### src/rtl/router_sw_alloc_pkg.sv
// router_sw_alloc_pkg
// Shared definitions for the router switch-allocation stage:
//   - port index constants (Local, North, East, South, West)
//   - flit field positions and widths
//   - per-input FSM state encoding
//   - XY route function mapping a flit's destination to an output port index
package router_sw_alloc_pkg;

  localparam logic [2:0] P_LOCAL = 3'd0;
  localparam logic [2:0] P_NORTH = 3'd1;
  localparam logic [2:0] P_EAST  = 3'd2;
  localparam logic [2:0] P_SOUTH = 3'd3;
  localparam logic [2:0] P_WEST  = 3'd4;

  // Flit layout: [7:6] dest X, [5:4] dest Y, [3:0] payload.
  localparam int FLIT_W    = 8;
  localparam int COORD_W   = 2;
  localparam int PAYLOAD_W = 4;
  localparam int DX_LSB    = 6;
  localparam int DY_LSB    = 4;

  // Occupancy counter width; holds 0..DEPTH for DEPTH up to 15.
  localparam int OCC_W = 4;

  typedef enum logic [1:0] {
    ST_IDLE = 2'b00,  // nothing in flight; pop the FIFO when it has data
    ST_WAIT = 2'b01,  // FIFO data_out is valid this cycle; capture it
    ST_HELD = 2'b10   // head flit held, requesting its routed output
  } in_state_e;

  // Dimension-ordered XY routing: resolve X first, then Y, else eject locally.
  function automatic logic [2:0] route(input logic [FLIT_W-1:0]  flit,
                                       input logic [COORD_W-1:0] my_x,
                                       input logic [COORD_W-1:0] my_y);
    logic [COORD_W-1:0] dx;
    logic [COORD_W-1:0] dy;
    dx = flit[DX_LSB +: COORD_W];
    dy = flit[DY_LSB +: COORD_W];
    if (dx > my_x)      route = P_EAST;
    else if (dx < my_x) route = P_WEST;
    else if (dy > my_y) route = P_NORTH;
    else if (dy < my_y) route = P_SOUTH;
    else                route = P_LOCAL;
  endfunction

endpackage

### src/rtl/router_sw_alloc_if.sv
// router_sw_alloc_if
// Bundles the FIFO-side and output-side signals of the switch allocator.
//   wr_in      : copy of each input FIFO's write strobe
//   fifo_data  : each input FIFO's data_out, port i at [8i+7:8i]
//   rd_out     : read strobe to each input FIFO
//   out_ready  : downstream of output p can accept a flit this cycle
//   out_data   : registered output flit per output port
//   out_valid  : one-cycle write strobe per forwarded flit
// slave modport is the allocator's view; master is the surrounding fabric.
interface router_sw_alloc_if #(
  parameter int NPORTS = 5
) ();

  logic [NPORTS-1:0]   wr_in;
  logic [8*NPORTS-1:0] fifo_data;
  logic [NPORTS-1:0]   rd_out;
  logic [NPORTS-1:0]   out_ready;
  logic [8*NPORTS-1:0] out_data;
  logic [NPORTS-1:0]   out_valid;

  modport slave (
    input  wr_in, fifo_data, out_ready,
    output rd_out, out_data, out_valid
  );

  modport master (
    output wr_in, fifo_data, out_ready,
    input  rd_out, out_data, out_valid
  );

endinterface

### src/rtl/router_sw_alloc_rr_arbiter.sv
// rr_arbiter
// Round-robin arbiter for one output port.
//   clk, rst : clock, asynchronous active-high reset
//   en       : output can accept a flit this cycle; no grant when low
//   req      : one request bit per input
//   gnt      : one-hot grant (all zero when nothing is granted)
// The scan starts at the internal pointer; after a grant the pointer moves to
// the input just past the winner so that input gets lowest priority next time.
module rr_arbiter #(
  parameter int NPORTS = 5
) (
  input  logic              clk,
  input  logic              rst,
  input  logic              en,
  input  logic [NPORTS-1:0] req,
  output logic [NPORTS-1:0] gnt
);

  localparam int PTR_W = (NPORTS > 1) ? $clog2(NPORTS) : 1;

  logic [PTR_W-1:0] ptr_q;
  logic [PTR_W-1:0] winner;
  logic             found;
  int               idx;

  // NOTE: every variable written here gets a default first, so no path
  // leaves one unassigned and no latch is inferred.
  always_comb begin
    gnt    = '0;
    found  = 1'b0;
    winner = '0;
    idx    = 0;
    for (int k = 0; k < NPORTS; k++) begin
      idx = int'(ptr_q) + k;
      if (idx >= NPORTS) idx = idx - NPORTS;
      if (en && !found && req[idx]) begin
        found    = 1'b1;
        gnt[idx] = 1'b1;
        winner   = PTR_W'(idx);
      end
    end
  end

  // NOTE: state registers use non-blocking assignments so every flop samples
  // the pre-edge values, independent of process evaluation order.
  always_ff @(posedge clk or posedge rst) begin
    if (rst) begin
      ptr_q <= '0;
    end else if (found) begin
      ptr_q <= (int'(winner) == NPORTS - 1) ? '0 : winner + 1'b1;
    end
  end

endmodule

### src/rtl/router_sw_alloc.sv
// router_sw_alloc
// Switch-allocation stage of the mesh router. Pops head flits from the five
// input FIFOs, XY-routes each one, arbitrates every output round-robin and
// registers the winners onto per-output data/valid lines.
//   clk, rst : clock, asynchronous active-high reset (FIFOs share this reset)
//   bus      : router_sw_alloc_if.slave (wr_in, fifo_data, out_ready in;
//              rd_out, out_data, out_valid out)
// The FIFOs expose no flags, so occupancy is mirrored from their write
// strobes and our own read strobes.
module router_sw_alloc
  import router_sw_alloc_pkg::*;
#(
  parameter int         NPORTS = 5,
  parameter int         DEPTH  = 8,
  parameter logic [1:0] MY_X   = 2'd0,
  parameter logic [1:0] MY_Y   = 2'd0
) (
  input  logic             clk,
  input  logic             rst,
  router_sw_alloc_if.slave bus
);

  localparam logic [OCC_W-1:0] OCC_MAX = OCC_W'(DEPTH);

  in_state_e                     state_q [NPORTS];
  in_state_e                     state_d [NPORTS];
  logic [OCC_W-1:0]              occ_q   [NPORTS];
  logic [FLIT_W-1:0]             head_q  [NPORTS];

  // req[p][i] / gnt[p][i]: input i requests / wins output p.
  logic [NPORTS-1:0][NPORTS-1:0] req;
  logic [NPORTS-1:0][NPORTS-1:0] gnt;
  logic [NPORTS-1:0]             granted;
  logic [NPORTS-1:0]             rd;
  logic [FLIT_W-1:0]             win_data   [NPORTS];
  logic [FLIT_W-1:0]             out_data_q [NPORTS];
  logic [NPORTS-1:0]             out_valid_q;

  // Each held input requests exactly one output, so an input can never be
  // granted by two arbiters in the same cycle.
  always_comb begin
    req = '0;
    for (int i = 0; i < NPORTS; i++) begin
      if (state_q[i] == ST_HELD) req[route(head_q[i], MY_X, MY_Y)][i] = 1'b1;
    end
  end

  for (genvar p = 0; p < NPORTS; p++) begin : g_out
    rr_arbiter #(.NPORTS(NPORTS)) u_arb (
      .clk (clk),
      .rst (rst),
      .en  (bus.out_ready[p]),
      .req (req[p]),
      .gnt (gnt[p])
    );

    assign bus.out_data[8*p +: 8] = out_data_q[p];
  end

  assign bus.out_valid = out_valid_q;
  assign bus.rd_out    = rd;

  // Collapse the per-output one-hot grants into a per-input "granted" flag
  // and a per-output winning flit.
  always_comb begin
    granted = '0;
    for (int p = 0; p < NPORTS; p++) begin
      win_data[p] = '0;
      for (int i = 0; i < NPORTS; i++) begin
        if (gnt[p][i]) begin
          granted[i]  = 1'b1;
          win_data[p] = head_q[i];
        end
      end
    end
  end

  // Input FSMs. A granted input with more flits queued pops the next one in
  // the same cycle, giving one flit per two cycles per input.
  always_comb begin
    for (int i = 0; i < NPORTS; i++) begin
      state_d[i] = state_q[i];
      rd[i]      = 1'b0;
      case (state_q[i])
        ST_IDLE: begin
          if (occ_q[i] != '0) begin
            rd[i]      = 1'b1;
            state_d[i] = ST_WAIT;
          end
        end
        ST_WAIT: state_d[i] = ST_HELD;
        ST_HELD: begin
          if (granted[i]) begin
            if (occ_q[i] != '0) begin
              rd[i]      = 1'b1;
              state_d[i] = ST_WAIT;
            end else begin
              state_d[i] = ST_IDLE;
            end
          end
        end
        default: state_d[i] = ST_IDLE;
      endcase
    end
  end

  // NOTE: the head registers are reset like any other state so a flit held
  // before reset can never resurface afterwards.
  always_ff @(posedge clk or posedge rst) begin
    if (rst) begin
      for (int i = 0; i < NPORTS; i++) begin
        state_q[i] <= ST_IDLE;
        occ_q[i]   <= '0;
        head_q[i]  <= '0;
      end
    end else begin
      for (int i = 0; i < NPORTS; i++) begin
        state_q[i] <= state_d[i];
        if (state_q[i] == ST_WAIT) head_q[i] <= bus.fifo_data[8*i +: 8];
        // A write into a full FIFO is dropped; a simultaneous write and
        // read leave the count unchanged.
        case ({bus.wr_in[i], rd[i]})
          2'b10:   if (occ_q[i] < OCC_MAX) occ_q[i] <= occ_q[i] + 1'b1;
          2'b01:   if (occ_q[i] != '0)     occ_q[i] <= occ_q[i] - 1'b1;
          default: ;
        endcase
      end
    end
  end

  // Output registers: out_valid pulses for one cycle per grant, out_data
  // keeps its last flit between grants.
  always_ff @(posedge clk or posedge rst) begin
    if (rst) begin
      out_valid_q <= '0;
      for (int p = 0; p < NPORTS; p++) out_data_q[p] <= '0;
    end else begin
      for (int p = 0; p < NPORTS; p++) begin
        out_valid_q[p] <= |gnt[p];
        if (|gnt[p]) out_data_q[p] <= win_data[p];
      end
    end
  end

endmodule

### src/flat_wrapper.sv
// flat-port wrapper written by rule: the top's interface ports become plain ports
module router_sw_alloc_flat import router_sw_alloc_pkg::*;
#(
  parameter int         NPORTS = 5,
  parameter int         DEPTH  = 8,
  parameter logic [1:0] MY_X   = 2'd0,
  parameter logic [1:0] MY_Y   = 2'd0
)
  (clk, rst, bus_wr_in, bus_fifo_data, bus_out_ready, bus_rd_out, bus_out_data, bus_out_valid);
  router_sw_alloc_if #(.NPORTS(NPORTS)) bus_i ();
  input  logic clk;
  input  logic rst;
  input wire logic [$bits(bus_i.wr_in)-1:0] bus_wr_in;
  input wire logic [$bits(bus_i.fifo_data)-1:0] bus_fifo_data;
  input wire logic [$bits(bus_i.out_ready)-1:0] bus_out_ready;
  output wire logic [$bits(bus_i.rd_out)-1:0] bus_rd_out;
  output wire logic [$bits(bus_i.out_data)-1:0] bus_out_data;
  output wire logic [$bits(bus_i.out_valid)-1:0] bus_out_valid;
  assign bus_i.wr_in = bus_wr_in;
  assign bus_i.fifo_data = bus_fifo_data;
  assign bus_i.out_ready = bus_out_ready;
  assign bus_rd_out = bus_i.rd_out;
  assign bus_out_data = bus_i.out_data;
  assign bus_out_valid = bus_i.out_valid;
  router_sw_alloc #(.NPORTS(NPORTS), .DEPTH(DEPTH), .MY_X(MY_X), .MY_Y(MY_Y)) u_core (.clk(clk), .rst(rst), .bus(bus_i));
endmodule
### config.mk
export PLATFORM = sky130hd
export DESIGN_NAME = router_sw_alloc_flat
export DESIGN_NICKNAME = d
export VERILOG_FILES = /design/src/rtl/router_sw_alloc_pkg.sv /design/src/rtl/router_sw_alloc_if.sv /design/src/rtl/router_sw_alloc_rr_arbiter.sv /design/src/rtl/router_sw_alloc.sv /design/src/flat_wrapper.sv
export SDC_FILE = /design/constraint.sdc
export NUM_CORES = 1
export LEC_CHECK = 0
export CAP_MARGIN = 0
export CORE_MARGIN = 5
export CORE_UTILIZATION = 55
export CTS_BUF_LIST = sky130_fd_sc_hd__clkbuf_2
export DETAILED_ROUTE_END_ITERATION = 7
export PLACE_DENSITY = 0.77
export REMOVE_ABC_BUFFERS = 1
export SLEW_MARGIN = 20
export SYNTH_ARGS = -nofsm -noshare
export SYNTH_HDL_FRONTEND = slang
export SYNTH_SLANG_ARGS = --single-unit
### constraint.sdc
create_clock -name clk -period 5.8 [get_ports clk]
set_input_delay 0.87 -clock clk [delete_from_list [all_inputs] [get_ports clk]]
set_output_delay 0.87 -clock clk [all_outputs]
set_load 0.005 [all_outputs]
## Yosys cells after proc, flatten, opt, wreduce, memory -nomap -nowiden

Cells that the tools add are included.

| word-level totals | value |
|---|---|
| output and inout port bits | 50 |
| register bits | 130 |
| word-level logic and storage cells | 760 |

| cells by class | value |
|---|---|
| magnitude comparators | 110 |
| add/sub/neg operators | 60 |
| reductions and logical operators | 125 |
| muxes and demuxes | 370 |
| equality and inequality tests | 45 |
| bitwise gates (word level) | 24 |

Operator list:

| kind | number |
|---|---|
| >= comparator 32 x 1 -> 1 bit (second input constant) | 25 |
| less-than comparator 32 x 5 -> 1 bit (second input constant) | 25 |
| 2-to-1 mux 32 bit | 25 |
| 2-to-1 mux 8 bit | 25 |
| 2-to-1 mux 3 bit | 51 |
| 2-to-1 mux 1 bit | 141 |
| 2-to-1 mux 5 bit | 26 |
| 2-to-1 mux 25 bit | 5 |
| OR 25 bit | 4 |
| OR 5 bit | 20 |
| subtractor 4 x 3 -> 5 bit (second input constant) | 20 |
| >= comparator 4 x 3 -> 1 bit (second input constant) | 20 |
| binary-select mux 1 bit (select 3 bit) | 25 |
| demux 1 bit (select 3 bit) | 25 |
| demux 5 bit (select 3 bit) | 5 |
| logical AND 1 bit | 75 |
| 2-to-1 mux 4 bit | 11 |
| adder 3 x 2 -> 4 bit (second input constant) | 10 |
| inequality test 2 x 1 -> 1 bit (second input constant) | 20 |
| case mux 4 bit (2 select lines) | 5 |
| 2-to-1 mux 2 bit | 16 |
| case mux 2 bit (3 select lines) | 5 |
| OR reduction 5 bit | 5 |
| adder 3 x 1 -> 4 bit (second input constant) | 5 |
| other kinds (21) | 140 |

## Logic depth before layout (Yosys ltp)

| logic depth | value |
|---|---|
| depth in word-level cells | 50 |
| gate-level depth with buffers | 26 |
| gate-level depth less buffers | 21 |

## By module

A second synthesis with hierarchy kept.

| unflattened totals | value |
|---|---|
| cell total of the unflattened synthesis | 2145 |
| area total of the unflattened synthesis | 16631.0 µm² |

Modules (own cells, without submodules):

| module | times used | area an instance (µm²) | cells an instance |
|---|---|---|---|
| rr_arbiter | 5 | 1995.7 | 286 |
| router_sw_alloc | 1 | 6652.6 | 715 |

## Least setup slack after synthesis

Ideal clock, no wire load.

| timing path | value |
|---|---|
| path type | reg-to-reg |
| start | register u_core.g_out[0].u_arb.ptr_q[0] |
| end | register u_core.occ_q[11] (netlist bit) |
| slack | 119 ps |
| arrival time | 5555 ps |
| data required time | 5675 ps |
| stages on the path, launching flop included | 23 |
| buffers on the path | 4 |
| setup time | 125 ps |
| cell sequence | dfrtp_1 -> clkbuf_1 -> buf_2 -> buf_2 -> inv_1 -> ha_1 -> ha_1 -> clkbuf_1 -> o21ba_2 -> nor2_1 -> a2111oi_2 -> a21oi_1 -> or4_1 -> o41ai_1 -> a311oi_2 -> and4_1 -> nor3_1 -> ha_1 -> inv_1 -> or4_1 -> o21ai_1 -> nor2_1 -> xor2_1 |

| between the ends | value |
|---|---|
| longest elaborated chain between the ends | 33 |
| elaborated cells between the ends (all ways) | 99 |
| classes of those cells | add/sub: 9; order compare: 15; eq/ne: 4; mux: 47; bitwise: 4; reduce/logical: 20 |

RTL lines:

| element | line | RTL |
|---|---|---|
| from (decl) | router_sw_alloc_rr_arbiter.sv:21 | `logic [PTR_W-1:0] ptr_q;` |
| from (signal assigned) | router_sw_alloc_rr_arbiter.sv:50 | `ptr_q <= (int'(winner) == NPORTS - 1) ? '0 : winner + 1'b1;` |
| branches (longest 22 deep; another with >= comparator 32 x 1 -> 1 bit) | n/a |  |
| 2-to-1 mux 5 bit (*) | router_sw_alloc_rr_arbiter.sv:36 | `if (en && !found && req[idx]) begin` |
| 2-to-1 mux 1 bit (*) (5 in series) | router_sw_alloc.sv:70 | `if (gnt[p][i]) begin` |
| 2-to-1 mux 1 bit (*) | router_sw_alloc.sv:93 | `if (granted[i]) begin` |
| case mux 1 bit (2 select lines) (*) | router_sw_alloc.sv:84 | `case (state_q[i])` |
| via bus_rd_out[2] | flat_wrapper.sv:16 | `output wire logic [$bits(bus_i.rd_out)-1:0] bus_rd_out;` |
| equality test 2 x 1 -> 1 bit or equality test 2 bit (tied branches) | router_sw_alloc.sv:122 | `case ({bus.wr_in[i], rd[i]})` |
| inequality test 2 x 1 -> 1 bit (no source line) or nonzero test 2 bit (tied branches) | n/a |  |
| AND reduction 3 bit (no source line) | n/a |  |
| to (signal, indexed assignment) | router_sw_alloc.sv:113 | `occ_q[i] <= '0;` |
| to (decl) | router_sw_alloc.sv:27 | `logic [OCC_W-1:0] occ_q [NPORTS];` |

Mark *: on every way through the listed nets, which the timed path passes. The select of a mux whose other input is x is not followed.
A chain may end at the register's enable or synchronous reset.

## Worst setup path in the final report

| timing path | value |
|---|---|
| start | register u_core.g_out[2].u_arb.ptr_q[1] |
| end | output bus_rd_out[4] |

| between the ends | value |
|---|---|
| longest elaborated chain between the ends | 28 |
| elaborated cells between the ends (all ways) | 90 |
| classes of those cells | add/sub: 9; order compare: 15; mux: 44; bitwise: 4; reduce/logical: 18 |

RTL lines:

| element | line |
|---|---|
| from (decl) | router_sw_alloc_rr_arbiter.sv:21 |
| from (signal assigned) | router_sw_alloc_rr_arbiter.sv:50 |
| branches (longest 22 deep; another with >= comparator 32 x 1 -> 1 bit) | n/a |
| 2-to-1 mux 5 bit (*) | router_sw_alloc_rr_arbiter.sv:36 |
| 2-to-1 mux 1 bit (*) (3 in series) | router_sw_alloc.sv:70 |
| 2-to-1 mux 1 bit (*) | router_sw_alloc.sv:93 |
| case mux 1 bit (2 select lines) (*) | router_sw_alloc.sv:84 |
| to (decl) | flat_wrapper.sv:16 |

Every way passes the cells marked *. The select of a mux whose other input is x is not followed.

==> results.yml <==
synth:
  synth_flop_cell: "dfrtp_1"
  yosys_warnings: 0
  avgSynthCellArea_um2: 8.34
  synth_edf_count: 0
  ys_seq_area_frac: 0.252
  ys_ff_latch: 115
  synth-async-reset-ratio: 1.00
  synth_area_um2: 11400
  synth_cell_types: 98
  synthCells: 1369
sta:
  setup_ws_ns: -0.0599
  skew_ns: 0.0379
  setup_violations: 1
  rsz0062_at_grt: "true"
  finalCritPeriodShare: 1.01
  setup_tns_ns: -0.0599
  period_needed_ns: 5.86
  relSlewSlack: 0.302
  tightest_slew_ns: 1.05
  slew_viol_final: 0
  max_freq_ghz: 0.171
  hold_violations: 0
cts:
  cts_tree: "built"
  cts.sinks: 115
  clk_latency_ns: 0.71
  clockBufferDepth: 2
  clkSlewWorstSetupHoldPaths_ns: 0.22
  htree_levels: 4
  root_buffer: "clkbuf_2"
  numCtsBuffers: 17
global_route:
  first_global_vias: 11100
  grt_usage: 0.307
  grt_pass1_wl_um: 59400
  grt_max_degree: 85
  grt_overflow: 0
  antenna_found_initial: 1
critical_path:
  start_kind: "flop"
  cp-end-kind: "primary output"
  path_max_fanout: 6
  cp.required_ns: 4.93
  r2r_cells: 21
  crit_type: "reg -> out"
  critical_path_arrival_ns: 4.99
floorplanning:
  num_rows: 52
  fp.dieW_um: 154
  pin_count: 102
  start_util: 0.561
  die-area_um2: 23700
  die_h_um: 154
  core_um2: 20400
place:
  dp_hpwl_um: 28600
  gp_congestion: 0.977
  preCtsSetupSlack_ns: 0.206
  portBuffers: 90
detailed_routing:
  vias_per_cell: 6.69
  postRouteAntennaNets: 0
  drc: 0
  wl_per_cell_um: 21.4
  drt_iter0_markers: 1442
  vias: 12000
  routed_wl_um: 38300
  dr.pass1.iters: 7
flow_run:
  cap_violations: 0
worst_hold_path:
  hp-class: "reg -> reg"
  hold_path_depth: 0
finish:
  final_cell_mix: "111 x dfrtp_1, 109 x nor2_1, 101 x buf_4"
  nNetsFinal: 1637
  fillerInstances: 1646
  final_common_cell: "dfrtp_1"
  regArea_um2: 2880
  syn_to_final_growth_pct: 23.2
  drive_above_1_share: 0.218
  multi_input_area_um2: 8570
outcome:
  violations: "setup timing"
  outcome: "complete, but fails checks"
-- kinds of logic (layout without fill, tap and decap cells) --
kind of cell / count (synthesis) / count (layout) / synth area share
adder cells (fa/ha/maj): 74 / 74 / 0.0864
buffers and inverters: 169 / 315 / 0.0628
AO/OA/AOI/OAI: 439 / 439 / 0.284
multiplexers: 65 / 65 / 0.0625
other: 1 / 11 / 0.000329
AND/OR/NAND/NOR: 467 / 467 / 0.221
flip-flops: 115 / 115 / 0.252
XOR/XNOR: 39 / 39 / 0.0306
-- routing by layer --
layer	wire length [µm]	GRT usage	share of wire
met2	17600	0.477	0.46
met1	15700	0.415	0.41
met3	3640	0.0686	0.095
met4	1480	0.124	0.039
met5	0	0	0
-- through the flow --
step,utilization,hold slack (ns),cell area [µm²],std cells
finish,0.691,0.406,14100,1795
global route,0.691,0.426,14100,1795
CTS,0.669,0.411,13600,1777
detailed placement,0.629,0.366,12800,1726
global placement,0.629,0.364,12800,1726
floorplan,-,0.376,11100,1299
-- Yosys cell counts, drive strengths merged, types with 9 or more instances --
cell     number  area, µm²
a2111oi      10        100
a211oi       20        160
a21o         20        150
a21oi        75        387
a221o        14        140
a221oi       24        216
a31oi        16        100
and2         21        131
and3         13       81.3
buf          38        225
clkbuf       41        154
dfrtp       115       2880
ha           66        826
inv          90        338
mux2         47        529
mux2i        18        184
nand2        78        293
nand2b       25        156
nand3        41        215
nor2        112        420
nor2b        24        150
nor3         40        205
nor4         30        218
nor4b         9        104
o211ai       29        228
o21a         11       82.6
o21ai        75        375
o221ai       13        114
o22a          9       78.8
o22ai        18        126
o31ai        10       75.1
or2          12       75.1
or3          15       98.8
or4          10       75.1
xnor2        29        262
xor2         10       87.6
-- critical path, cell delays in order (launching register included) --
cell and delay [ns]:
dfrtp_1 0.44, clkinvlp_4 0.21, ha_1 0.41, a211o_1 0.41, mux2i_4 0.29, mux2i_1 0.36, nor3b_4 0.10, o31ai_2 0.36
nand3_2 0.21, o211ai_1 0.34, nor2_1 0.10, a311o_1 0.42, inv_1 0.11, clkdlybuf4s50_1 0.50
-- sequential cells by signal (all words and copies together), names as in the netlist --
name,count
u_core.bus.out_data,32
u_core.bus.out_valid,4
u_core.g_out.u_arb.ptr_q,9
u_core.head_q,40
u_core.occ_q,20
u_core.state_q,10
-- cell type report --
type	instances	share of cell area
well taps	270	0.0240
repair buffers	193	0.121
clock buffers	17	0.00605
diodes	1	0.000178
multi-input cells	1094	0.609
flip-flops and latches	115	0.205
inverters	90	0.0246
clock inverters	15	0.0106
-- final timing paths --
kind                                                start                 endpoint  slack [ns]
setup / recovery           u_core.g_out[2].u_arb.ptr_q[1]            bus_rd_out[4]       -0.06
hold / removal                    u_core.bus.out_data[25]  u_core.bus.out_data[25]        0.41
setup reg to reg           u_core.g_out[0].u_arb.ptr_q[0]         u_core.occ_q[11]        0.53
hold reg to reg                   u_core.bus.out_data[25]  u_core.bus.out_data[25]        0.41
max in group asynchronous                             rst        u_core.head_q[21]        4.18
min in group asynchronous                             rst  u_core.bus.out_data[31]        0.64
-- what timing repair did --
item / CTS / global route
pin swaps: 11 / 22
resized for setup: 90 / 56
hold buffers: 0 / 0
hold endpoints to repair: 0 / 0
buffers inserted: 19 / 17
setup endpoints to repair: 5 / 5
Power is left out: the tool's default activity adds up to more than one toggle a clock period on the data nets, which glitch-free logic cannot reach.
